`src/rtl/lsu_pkg.sv`:
```
// Shared encodings and helpers for the load/store memory stage.
package lsu_pkg;

    localparam logic [1:0] SZ_BYTE = 2'b00;
    localparam logic [1:0] SZ_HALF = 2'b01;
    localparam logic [1:0] SZ_WORD = 2'b10;

    localparam logic [6:0] OPC_LOAD  = 7'b0000011;
    localparam logic [6:0] OPC_STORE = 7'b0100011;

    typedef enum logic [1:0] {
        StIdle,
        StReq,
        StWait,
        StResp
    } lsu_state_e;

    // Size 2'b11 is illegal and therefore always reported as misaligned.
    function automatic logic lsu_misaligned(input logic [1:0] size, input logic [1:0] off);
        logic bad;
        case (size)
            SZ_BYTE: bad = 1'b0;
            SZ_HALF: bad = off[0];
            SZ_WORD: bad = (off != 2'b00);
            default: bad = 1'b1;
        endcase
        return bad;
    endfunction

endpackage

```
`src/rtl/lsu_mem_stage_if.sv`:
```
// Request, data-memory and response signals of lsu_mem_stage.
// slave is the stage's own view; master is the view of its environment.
interface lsu_mem_stage_if;

    logic        req_valid;
    logic        req_ready;
    logic        req_we;
    logic [1:0]  req_size;
    logic        req_unsigned;
    logic [31:0] req_addr;
    logic [31:0] req_wdata;

    logic        mem_req;
    logic        mem_we;
    logic [31:0] mem_addr;
    logic [3:0]  mem_be;
    logic [31:0] mem_wdata;
    logic        mem_gnt;
    logic        mem_rvalid;
    logic [31:0] mem_rdata;

    logic        resp_valid;
    logic [31:0] resp_rdata;
    logic        resp_err;
    logic        busy;

    modport slave (
        input  req_valid, req_we, req_size, req_unsigned, req_addr, req_wdata,
        input  mem_gnt, mem_rvalid, mem_rdata,
        output req_ready, mem_req, mem_we, mem_addr, mem_be, mem_wdata,
        output resp_valid, resp_rdata, resp_err, busy
    );

    modport master (
        output req_valid, req_we, req_size, req_unsigned, req_addr, req_wdata,
        output mem_gnt, mem_rvalid, mem_rdata,
        input  req_ready, mem_req, mem_we, mem_addr, mem_be, mem_wdata,
        input  resp_valid, resp_rdata, resp_err, busy
    );

endinterface

```
`src/rtl/lsu_align.sv`:
```
// Byte-lane alignment: store enables/data replication and load extraction/extension.
module lsu_align
    import lsu_pkg::*;
(
    input  logic [1:0]  size_i,
    input  logic [1:0]  offset_i,
    input  logic        unsigned_i,
    input  logic [31:0] wdata_i,
    input  logic [31:0] rdata_i,
    output logic [3:0]  be_o,
    output logic [31:0] wdata_o,
    output logic [31:0] rdata_o
);

    logic [31:0] shifted;
    logic        sign;

    assign shifted = rdata_i >> {offset_i, 3'b000};

    always_comb begin
        be_o    = 4'b0000;
        wdata_o = '0;
        rdata_o = '0;
        sign    = 1'b0;
        case (size_i)
            SZ_BYTE: begin
                be_o    = 4'b0001 << offset_i;
                wdata_o = {4{wdata_i[7:0]}};
                sign    = ~unsigned_i & shifted[7];
                rdata_o = {{24{sign}}, shifted[7:0]};
            end
            SZ_HALF: begin
                be_o    = 4'b0011 << offset_i;
                wdata_o = {2{wdata_i[15:0]}};
                sign    = ~unsigned_i & shifted[15];
                rdata_o = {{16{sign}}, shifted[15:0]};
            end
            SZ_WORD: begin
                be_o    = 4'b1111;
                wdata_o = wdata_i;
                rdata_o = rdata_i;
            end
            default: begin
                be_o = 4'b0000;
            end
        endcase
    end

endmodule

```
`src/rtl/lsu_mem_stage.sv`:
```
// RV32I load/store stage: one access per handshake, word-addressed memory port, 1-cycle response.
// Optional memory wait timeout is compiled in with `define LSU_TIMEOUT_EN.
module lsu_mem_stage
    import lsu_pkg::*;
#(
    parameter int unsigned TIMEOUT_CYCLES = 16
) (
    input logic            clk,
    input logic            rst,
    lsu_mem_stage_if.slave bus
);

    if (TIMEOUT_CYCLES == 0) begin : g_bad_timeout
        $error("TIMEOUT_CYCLES must be non-zero");
    end

    lsu_state_e  state_q;
    logic [31:0] addr_q;
    logic [31:0] wdata_q;
    logic [1:0]  size_q;
    logic        we_q;
    logic        uns_q;
    logic [31:0] rdata_q;
    logic        err_q;

    logic [3:0]  al_be;
    logic [31:0] al_wdata;
    logic [31:0] al_rdata;
    logic        in_req;

    lsu_align u_align (
        .size_i     (size_q),
        .offset_i   (addr_q[1:0]),
        .unsigned_i (uns_q),
        .wdata_i    (wdata_q),
        .rdata_i    (bus.mem_rdata),
        .be_o       (al_be),
        .wdata_o    (al_wdata),
        .rdata_o    (al_rdata)
    );

`ifdef LSU_TIMEOUT_EN
    localparam int unsigned    CntW    = $clog2(TIMEOUT_CYCLES + 1);
    localparam logic [CntW-1:0] CntLast = CntW'(TIMEOUT_CYCLES - 1);

    logic [CntW-1:0] cnt_q;
    logic            expired;

    assign expired = (cnt_q == CntLast);
`endif

    // Memory port is decoded from latched request fields, never from req_* directly.
    assign in_req         = (state_q == StReq);
    assign bus.req_ready  = (state_q == StIdle);
    assign bus.busy       = (state_q != StIdle);
    assign bus.mem_req    = in_req;
    assign bus.mem_we     = in_req & we_q;
    assign bus.mem_addr   = in_req ? {addr_q[31:2], 2'b00} : '0;
    assign bus.mem_be     = in_req ? al_be : '0;
    assign bus.mem_wdata  = in_req ? al_wdata : '0;
    assign bus.resp_valid = (state_q == StResp);
    assign bus.resp_rdata = rdata_q;
    assign bus.resp_err   = err_q;

    always_ff @(posedge clk) begin
        if (rst) begin
            state_q <= StIdle;
            addr_q  <= '0;
            wdata_q <= '0;
            size_q  <= SZ_BYTE;
            we_q    <= 1'b0;
            uns_q   <= 1'b0;
            rdata_q <= '0;
            err_q   <= 1'b0;
`ifdef LSU_TIMEOUT_EN
            cnt_q   <= '0;
`endif
        end else begin
            case (state_q)
                StIdle: begin
                    if (bus.req_valid) begin
                        addr_q  <= bus.req_addr;
                        wdata_q <= bus.req_wdata;
                        size_q  <= bus.req_size;
                        we_q    <= bus.req_we;
                        uns_q   <= bus.req_unsigned;
`ifdef LSU_TIMEOUT_EN
                        cnt_q   <= '0;
`endif
                        if (lsu_misaligned(bus.req_size, bus.req_addr[1:0])) begin
                            state_q <= StResp;
                            err_q   <= 1'b1;
                            rdata_q <= '0;
                        end else begin
                            state_q <= StReq;
                        end
                    end
                end
                StReq: begin
                    if (bus.mem_gnt) begin
`ifdef LSU_TIMEOUT_EN
                        cnt_q <= '0;
`endif
                        if (we_q) begin
                            state_q <= StResp;
                            err_q   <= 1'b0;
                            rdata_q <= '0;
                        end else begin
                            state_q <= StWait;
                        end
                    end
`ifdef LSU_TIMEOUT_EN
                    else if (expired) begin
                        state_q <= StResp;
                        err_q   <= 1'b1;
                        rdata_q <= '0;
                    end else begin
                        cnt_q <= cnt_q + CntW'(1);
                    end
`endif
                end
                StWait: begin
                    if (bus.mem_rvalid) begin
                        state_q <= StResp;
                        err_q   <= 1'b0;
                        rdata_q <= al_rdata;
                    end
`ifdef LSU_TIMEOUT_EN
                    else if (expired) begin
                        state_q <= StResp;
                        err_q   <= 1'b1;
                        rdata_q <= '0;
                    end else begin
                        cnt_q <= cnt_q + CntW'(1);
                    end
`endif
                end
                StResp: begin
                    state_q <= StIdle;
                end
                default: begin
                    state_q <= StIdle;
                end
            endcase
        end
    end

endmodule
```
`src/flat_wrapper.sv`:
```
// flat-port wrapper written by rule: the top's interface ports become plain ports
module lsu_mem_stage_flat import lsu_pkg::*;
#(
    parameter int unsigned TIMEOUT_CYCLES = 16
)
  (clk, rst, bus_req_valid, bus_req_we, bus_req_size, bus_req_unsigned, bus_req_addr, bus_req_wdata, bus_mem_gnt, bus_mem_rvalid, bus_mem_rdata, bus_req_ready, bus_mem_req, bus_mem_we, bus_mem_addr, bus_mem_be, bus_mem_wdata, bus_resp_valid, bus_resp_rdata, bus_resp_err, bus_busy);
  lsu_mem_stage_if bus_i ();
  input logic clk;
  input logic rst;
  input wire logic [$bits(bus_i.req_valid)-1:0] bus_req_valid;
  input wire logic [$bits(bus_i.req_we)-1:0] bus_req_we;
  input wire logic [$bits(bus_i.req_size)-1:0] bus_req_size;
  input wire logic [$bits(bus_i.req_unsigned)-1:0] bus_req_unsigned;
  input wire logic [$bits(bus_i.req_addr)-1:0] bus_req_addr;
  input wire logic [$bits(bus_i.req_wdata)-1:0] bus_req_wdata;
  input wire logic [$bits(bus_i.mem_gnt)-1:0] bus_mem_gnt;
  input wire logic [$bits(bus_i.mem_rvalid)-1:0] bus_mem_rvalid;
  input wire logic [$bits(bus_i.mem_rdata)-1:0] bus_mem_rdata;
  output wire logic [$bits(bus_i.req_ready)-1:0] bus_req_ready;
  output wire logic [$bits(bus_i.mem_req)-1:0] bus_mem_req;
  output wire logic [$bits(bus_i.mem_we)-1:0] bus_mem_we;
  output wire logic [$bits(bus_i.mem_addr)-1:0] bus_mem_addr;
  output wire logic [$bits(bus_i.mem_be)-1:0] bus_mem_be;
  output wire logic [$bits(bus_i.mem_wdata)-1:0] bus_mem_wdata;
  output wire logic [$bits(bus_i.resp_valid)-1:0] bus_resp_valid;
  output wire logic [$bits(bus_i.resp_rdata)-1:0] bus_resp_rdata;
  output wire logic [$bits(bus_i.resp_err)-1:0] bus_resp_err;
  output wire logic [$bits(bus_i.busy)-1:0] bus_busy;
  assign bus_i.req_valid = bus_req_valid;
  assign bus_i.req_we = bus_req_we;
  assign bus_i.req_size = bus_req_size;
  assign bus_i.req_unsigned = bus_req_unsigned;
  assign bus_i.req_addr = bus_req_addr;
  assign bus_i.req_wdata = bus_req_wdata;
  assign bus_i.mem_gnt = bus_mem_gnt;
  assign bus_i.mem_rvalid = bus_mem_rvalid;
  assign bus_i.mem_rdata = bus_mem_rdata;
  assign bus_req_ready = bus_i.req_ready;
  assign bus_mem_req = bus_i.mem_req;
  assign bus_mem_we = bus_i.mem_we;
  assign bus_mem_addr = bus_i.mem_addr;
  assign bus_mem_be = bus_i.mem_be;
  assign bus_mem_wdata = bus_i.mem_wdata;
  assign bus_resp_valid = bus_i.resp_valid;
  assign bus_resp_rdata = bus_i.resp_rdata;
  assign bus_resp_err = bus_i.resp_err;
  assign bus_busy = bus_i.busy;
  lsu_mem_stage #(.TIMEOUT_CYCLES(TIMEOUT_CYCLES)) u_core (.clk(clk), .rst(rst), .bus(bus_i));
endmodule
```
`config.mk`:
```
export PLATFORM = sky130hd
export DESIGN_NAME = lsu_mem_stage_flat
export DESIGN_NICKNAME = d
export VERILOG_FILES = /design/src/rtl/lsu_pkg.sv /design/src/rtl/lsu_mem_stage_if.sv /design/src/rtl/lsu_align.sv /design/src/rtl/lsu_mem_stage.sv /design/src/flat_wrapper.sv
export SDC_FILE = /design/constraint.sdc
export NUM_CORES = 1
export LEC_CHECK = 0
export CORE_ASPECT_RATIO = 1.2
export CORE_MARGIN = 1.5
export CORE_UTILIZATION = 47
export CTS_BUF_LIST = sky130_fd_sc_hd__clkbuf_4 sky130_fd_sc_hd__clkbuf_8 sky130_fd_sc_hd__clkbuf_16
export DETAILED_ROUTE_END_ITERATION = 12
export PLACE_DENSITY_LB_ADDON = 0.2
export SYNTH_ARGS = -nofsm -noshare
export SYNTH_HDL_FRONTEND = slang
export SYNTH_SLANG_ARGS = --single-unit
```
`constraint.sdc`:
```
create_clock -name clk -period 5.5 [get_ports clk]
set_input_delay 1.1 -clock clk [delete_from_list [all_inputs] [get_ports clk]]
set_output_delay 1.1 -clock clk [all_outputs]
set_load 0.01 [all_outputs]
```
==> impl_metrics.ini, run 1 <==
[floorplanning]
die_w_um = 98.1
core-area_sq_um = 10500
die_h_um = 117
io_pins = 211
start_util = 0.485
rows = 41
die_area_sq_um = 11500

[synth]
syn_area_sq_um = 5100
synthArstFlopShare = 0
synth_edf_count = 0
ys.flop_type = dfxtp_1
yosysWarnings = 0
ys_seq_area_frac = 0.404
synth.distinct_cells = 42
syn_avg_cell_area_sq_um = 7.86
synth-seq-cells = 103
netlist_instances = 649

[grt]
grt_pass1_wl_um = 24900
grtUsageMet3 = 0.0713
grtUsageTotal = 0.269
use_met1 = 0.319
use_met2 = 0.462
antenna_found_initial = 0
overflow = 0
top_usage_layer = met2
grt_pass1_vias = 5075
grt_max_degree = 74

[worst_setup_path]
required_ns = 4.40
cp_max_fo = 19
start_kind = flip-flop
regToRegSetupSlack_ns = 2.89
endpoint_kind = output pin
r2r_end = u_core.bus.resp_rdata[13]
cp.arrival_ns = 2.92
reg2reg_from = u_core.state_q[1]
crit_type = reg2out
ff2ff_path_depth = 7

[detailed_routing]
wl_per_cell_um = 16.5
vias_per_cell = 5.50
ant_nets = 0
remaining_drc_errors = 0
routed_wirelength_um = 15700
first_pass_iters = 5
vias = 5244
drt_iter0_markers = 290

[layout]
drive_above_1_share = 0.0510
fin_nets = 928
antenna_cells = 0
n_fill_cell = 846
regArea_sq_um = 2060
syn_to_final_growth_pct = 46.0
finish.instance_area_sq_um = 7450
multiInputGateArea_sq_um = 2770

[cts]
cts.hold.buffers_added = 0
cts_inserted_buffers = 9
root_buffer = clkbuf_16
clk_path_buf_depth = 2
cts_sinks = 103
cts.htree.levels = 3
clk_pin_slew_ns = 0.06
post_cts_buffers = 0
clk_latency_ns = 0.34
cts_resized = 0
cts_tree = done

[min_path]
hold_depth = 2
hp-class = reg2reg
hold_path_end = u_core.addr_q[28]
min_from = u_core.addr_q[28]

[placement]
placed_area_sq_um = 7160
gp_congestion = 0.878
hpwl_um = 11000
port_buffers = 208

[pwr]
peakVddDrop_uv = 209
power_uw = 2670
p_per_area_nw_per_um2 = 358
power.leakage_uw = 0.00270

[sta]
finalSetupTns_ns = 0
clock_skew_ns = 0.00625
min_period_ns = 4.02
fmax_mhz = 248
finalHoldViolCount = 0
relSlewSlack = 0.437
hold_ws_ns = 0.449
period_share = 0.732
rsz0062_at_grt = false
tightest_slew_ns = 0.843
maxSlewViolCount = 0
setup_violations = 0

[job]
drv_cap = 0

[run_status]
status = completed
[power breakdown]
part / internal, uW / switching [uW]
sequential: 861 / 84.9
combinational: 491 / 615
clock: 341 / 272
[per-layer routing]
layer  vias up  wire (um)
met5         -          0
met4         0        530
met3        42       1350
met2       235       7620
met1      2423       6240
li1       2544          -
[synth_stat cells (2+ instances only)]
| cell | number | area, sq um |
|---|---|---|
| a21o_1 | 8 | 60.1 |
| a21oi_1 | 97 | 485 |
| a22o_1 | 32 | 280 |
| a2bb2oi_1 | 7 | 61.3 |
| a32o_1 | 8 | 80.1 |
| and2_1 | 41 | 257 |
| and3_1 | 9 | 56.3 |
| buf_2 | 14 | 70.1 |
| buf_4 | 3 | 22.5 |
| clkbuf_1 | 39 | 146 |
| clkinv_1 | 2 | 7.51 |
| dfxtp_1 | 103 | 2060 |
| ha_1 | 4 | 50.1 |
| inv_1 | 5 | 18.8 |
| mux2_2 | 2 | 22.5 |
| mux2i_1 | 16 | 160 |
| nand2_1 | 154 | 578 |
| nor2_1 | 14 | 52.6 |
| nor2b_1 | 33 | 206 |
| nor3_1 | 3 | 15.0 |
| o21a_1 | 2 | 15.0 |
| o21ai_0 | 27 | 135 |
| o2bb2ai_1 | 7 | 61.3 |
[worst max-delay path, stage by stage (launching register included)]
cell	delay, ns
dfxtp_1	0.58
nor2b_2	0.66
buf_4	0.36
or2_1	0.28
and2_1	0.16
clkdlybuf4s50_1	0.54
[cell type report]
class                   instances  share of cell area
clock buffers                  14              0.0361
inverters                       7             0.00353
well taps                     129              0.0217
repair buffers                217               0.288
clock inverters                 2             0.00218
flip-flops and latches        103               0.277
multi-input cells             481               0.372
[worst max path at each step]
stage,cells after the start,start,to,slack (ns)
6_report,5,u_core.size_q[0],bus_mem_be[0],1.48
5_1_grt,5,u_core.size_q[0],bus_mem_be[0],1.32
3_5_place_dp,5,u_core.size_q[0],bus_mem_be[0],1.83
3_3_place_gp,5,u_core.size_q[0],bus_mem_be[0],1.92
2_1_floorplan,5,u_core.state_q[1],bus_mem_wdata[23],2.99
4_1_cts,5,u_core.size_q[0],bus_mem_be[0],1.50
[placed cells by master (no fill, tap or decap), types with 2 or more instances in the layout]
cell             instances
o21ai_0                 27
and2_1                  40
inv_1                    5
conb_1                   2
mux2_2                   2
clkdlybuf4s50_1        207
dfxtp_1                103
and3_1                   9
nor3_1                   3
clkbuf_4                 4
clkbuf_16                9
buf_4                    9
nor2_1                  14
a21o_1                   8
a22o_1                  32
o21a_1                   2
mux2i_1                 16
clkinv_1                 2
a21oi_1                 96
a32o_1                   8
nor2b_1                 32
ha_1                     3
a21oi_2                  2
a2bb2oi_1                7
nand2_1                153
o2bb2ai_1                7
[per-stage QoR]
stage           util  instances  worst slack, ns
2_1_floorplan      -        650             2.99
6_report       0.708        953             1.48
4_1_cts        0.708        953             1.50
5_1_grt        0.708        953             1.32
3_3_place_gp   0.681        937             1.92
3_5_place_dp   0.681        937             1.83
[kinds of logic (layout without fill, tap and decap cells)]
| kind of cell | Yosys count | count (layout) | share of synthesized area |
|---|---|---|---|
| fa+ha+maj | 4 | 4 | 0.00981 |
| compound gates | 197 | 197 | 0.252 |
| simple gates | 258 | 258 | 0.235 |
| mux | 19 | 19 | 0.0402 |
| flops | 103 | 103 | 0.404 |
| buf+inv | 66 | 240 | 0.0559 |
| other cells | 1 | 2 | 0.000735 |
| xor+xnor | 1 | 1 | 0.00172 |
[registers in the layout (all words and copies together), names as in the netlist]
signal / count
u_core.addr_q: 32
u_core.bus.resp_rdata: 32
u_core.wdata_q: 32
u_core.size_q: 2
u_core.state_q: 2
u_core.bus.resp_err: 1
u_core.uns_q: 1
u_core.we_q: 1
Power figures use the tool's default switching activity.
==> inputs of run 2 (changes only) <==
--- a/config.mk
+++ b/config.mk
@@ -7,7 +7,7 @@
 export LEC_CHECK = 0
 export CORE_ASPECT_RATIO = 1.2
 export CORE_MARGIN = 1.5
-export CORE_UTILIZATION = 47
+export CORE_UTILIZATION = 39
 export CTS_BUF_LIST = sky130_fd_sc_hd__clkbuf_4 sky130_fd_sc_hd__clkbuf_8 sky130_fd_sc_hd__clkbuf_16
 export DETAILED_ROUTE_END_ITERATION = 12
 export PLACE_DENSITY_LB_ADDON = 0.2
==> constraint.sdc (replaced) <==
create_clock -name clk -period 3.5 [get_ports clk]
set_input_delay 0.7 -clock clk [delete_from_list [all_inputs] [get_ports clk]]
set_output_delay 0.7 -clock clk [all_outputs]
set_load 0.01 [all_outputs]
==> impl_metrics.ini, run 2 (synthesis results as in run 1) <==
[run_status]
status = completed

[min_path]
hold_depth = 2
hp-class = reg2reg

[worst_setup_path]
crit_start = u_core.state_q[1]
start_kind = flip-flop
crit_slowest_cell = a21boi_1
cp_max_fo = 10
cpPeakStageDelay_ns = 0.69
crit_type = reg2out
crit_family = compound AO/OA/AOI/OAI gates
cp_num_buf_inv = 2
cp.arrival_ns = 2.42
endpoint_kind = output pin
cp-endpoint = bus_mem_be[1]
regToRegSetupSlack_ns = 0.94
ff2ff_path_depth = 7
required_ns = 2.80
cp_num_cells = 5
r2r_end = u_core.bus.resp_rdata[14]
reg2reg_from = u_core.state_q[1]
crit_chain = inv_1, ha_2, a21boi_1, o21a_1, clkdlybuf4s50_1

[sta]
rsz0062_at_grt = false
finalHoldViolCount = 0
maxSlewViolCount = 0
relSlewSlack = 0.434
setup_violations = 0
hold_ws_ns = 0.450
clock_skew_ns = 0.00518
tightest_slew_ns = 0.847
fmax_mhz = 320
min_period_ns = 3.12
period_share = 0.892
finalSetupTns_ns = 0

[floorplanning]
die_area_sq_um = 13800
rows = 45
die_h_um = 128
io_pins = 211
core-area_sq_um = 12700
start_util = 0.401
die_w_um = 107

[cts]
cts_sinks = 103
cts_tree = done
clk_pin_slew_ns = 0.07
cts_inserted_buffers = 9
cts.hold.buffers_added = 0
post_cts_buffers = 0
cts.htree.levels = 3
cts_resized = 0
clk_latency_ns = 0.34
clk_path_buf_depth = 2
root_buffer = clkbuf_16

[detailed_routing]
vias = 5213
remaining_drc_errors = 0
drt_iter0_markers = 246
vias_per_cell = 5.24
ant_nets = 0
routed_wirelength_um = 16300
first_pass_iters = 5
wl_per_cell_um = 16.4

[grt]
grtUsageMet3 = 0.0651
use_met1 = 0.284
antenna_found_initial = 0
use_met2 = 0.404
grtUsageTotal = 0.234
grt_pass1_vias = 5132
overflow = 0
top_usage_layer = met2
grt_pass1_wl_um = 25700
grt_max_degree = 63

[placement]
port_buffers = 208
gp_congestion = 0.918
place_inst = 980
hpwl_um = 11800
placed_area_sq_um = 7270

[layout]
antenna_cells = 0
layout_commonest_cell = clkdlybuf4s50_1
syn_to_final_growth_pct = 48.3
mostFrequentLayoutCells = clkdlybuf4s50_1, nand2_1, dfxtp_1
fin_nets = 936
finish.instance_area_sq_um = 7560
n_fill_cell = 1186
drive_above_1_share = 0.0590
final_cell_count_no_fill = 995
postLayoutCoreUtil = 0.594

[pwr]
power.leakage_uw = 0.00275
peakVddDrop_uv = 318
p_per_area_nw_per_um2 = 565

[job]
drv_cap = 0
## run 2: how the worst min path moves through the flow
stage,startpoint,end,slack (ns)
after global routing,u_core.addr_q[7],u_core.addr_q[7],0.47
after detailed placement,u_core.addr_q[14],u_core.addr_q[14],0.44
final,u_core.addr_q[14],u_core.addr_q[14],0.45
after global placement,u_core.addr_q[18],u_core.addr_q[18],0.44
after floorplan,u_core.addr_q[10],u_core.addr_q[10],0.43
after CTS,u_core.addr_q[14],u_core.addr_q[14],0.45
## run 2: final cells by class
| class | instances | area, sq um | area share |
|---|---|---|---|
| Tap cell | 164 | 205 | 0.0271 |
| Clock inverter | 5 | 57.6 | 0.00761 |
| Timing Repair Buffer | 225 | 2200 | 0.291 |
| Inverter | 7 | 26.3 | 0.00347 |
| Clock buffer | 10 | 239 | 0.0316 |
| Multi-Input combinational cell | 481 | 2770 | 0.366 |
| Sequential cell | 103 | 2060 | 0.273 |
## run 2: per-layer routing
layer / part of all wire / up-vias
met3: 0.083 / 18
li1: - / 2557
met1: 0.41 / 2437
met2: 0.49 / 201
met5: 0 / -
met4: 0.017 / 0
## run 2: power by group
part	internal (uW)	total [uW]	switching, uW
registers	1350	1480	132
clock network	572	1010	438
logic	795	1780	982
total	2720	4270	1550
## run 2: tightest hold or removal path, stage by stage (launching register included)
cell and delay (ns):
dfxtp_1 0.31, nand2_1 0.05, a21oi_1 0.05
## run 2: stage by stage
step	total power, uW	setup slack, ns
final	4270	0.379
after global routing	4550	0.268
after CTS	4310	0.391
after detailed placement	3290	0.769
after global placement	3260	0.800
after floorplan	2580	1.39
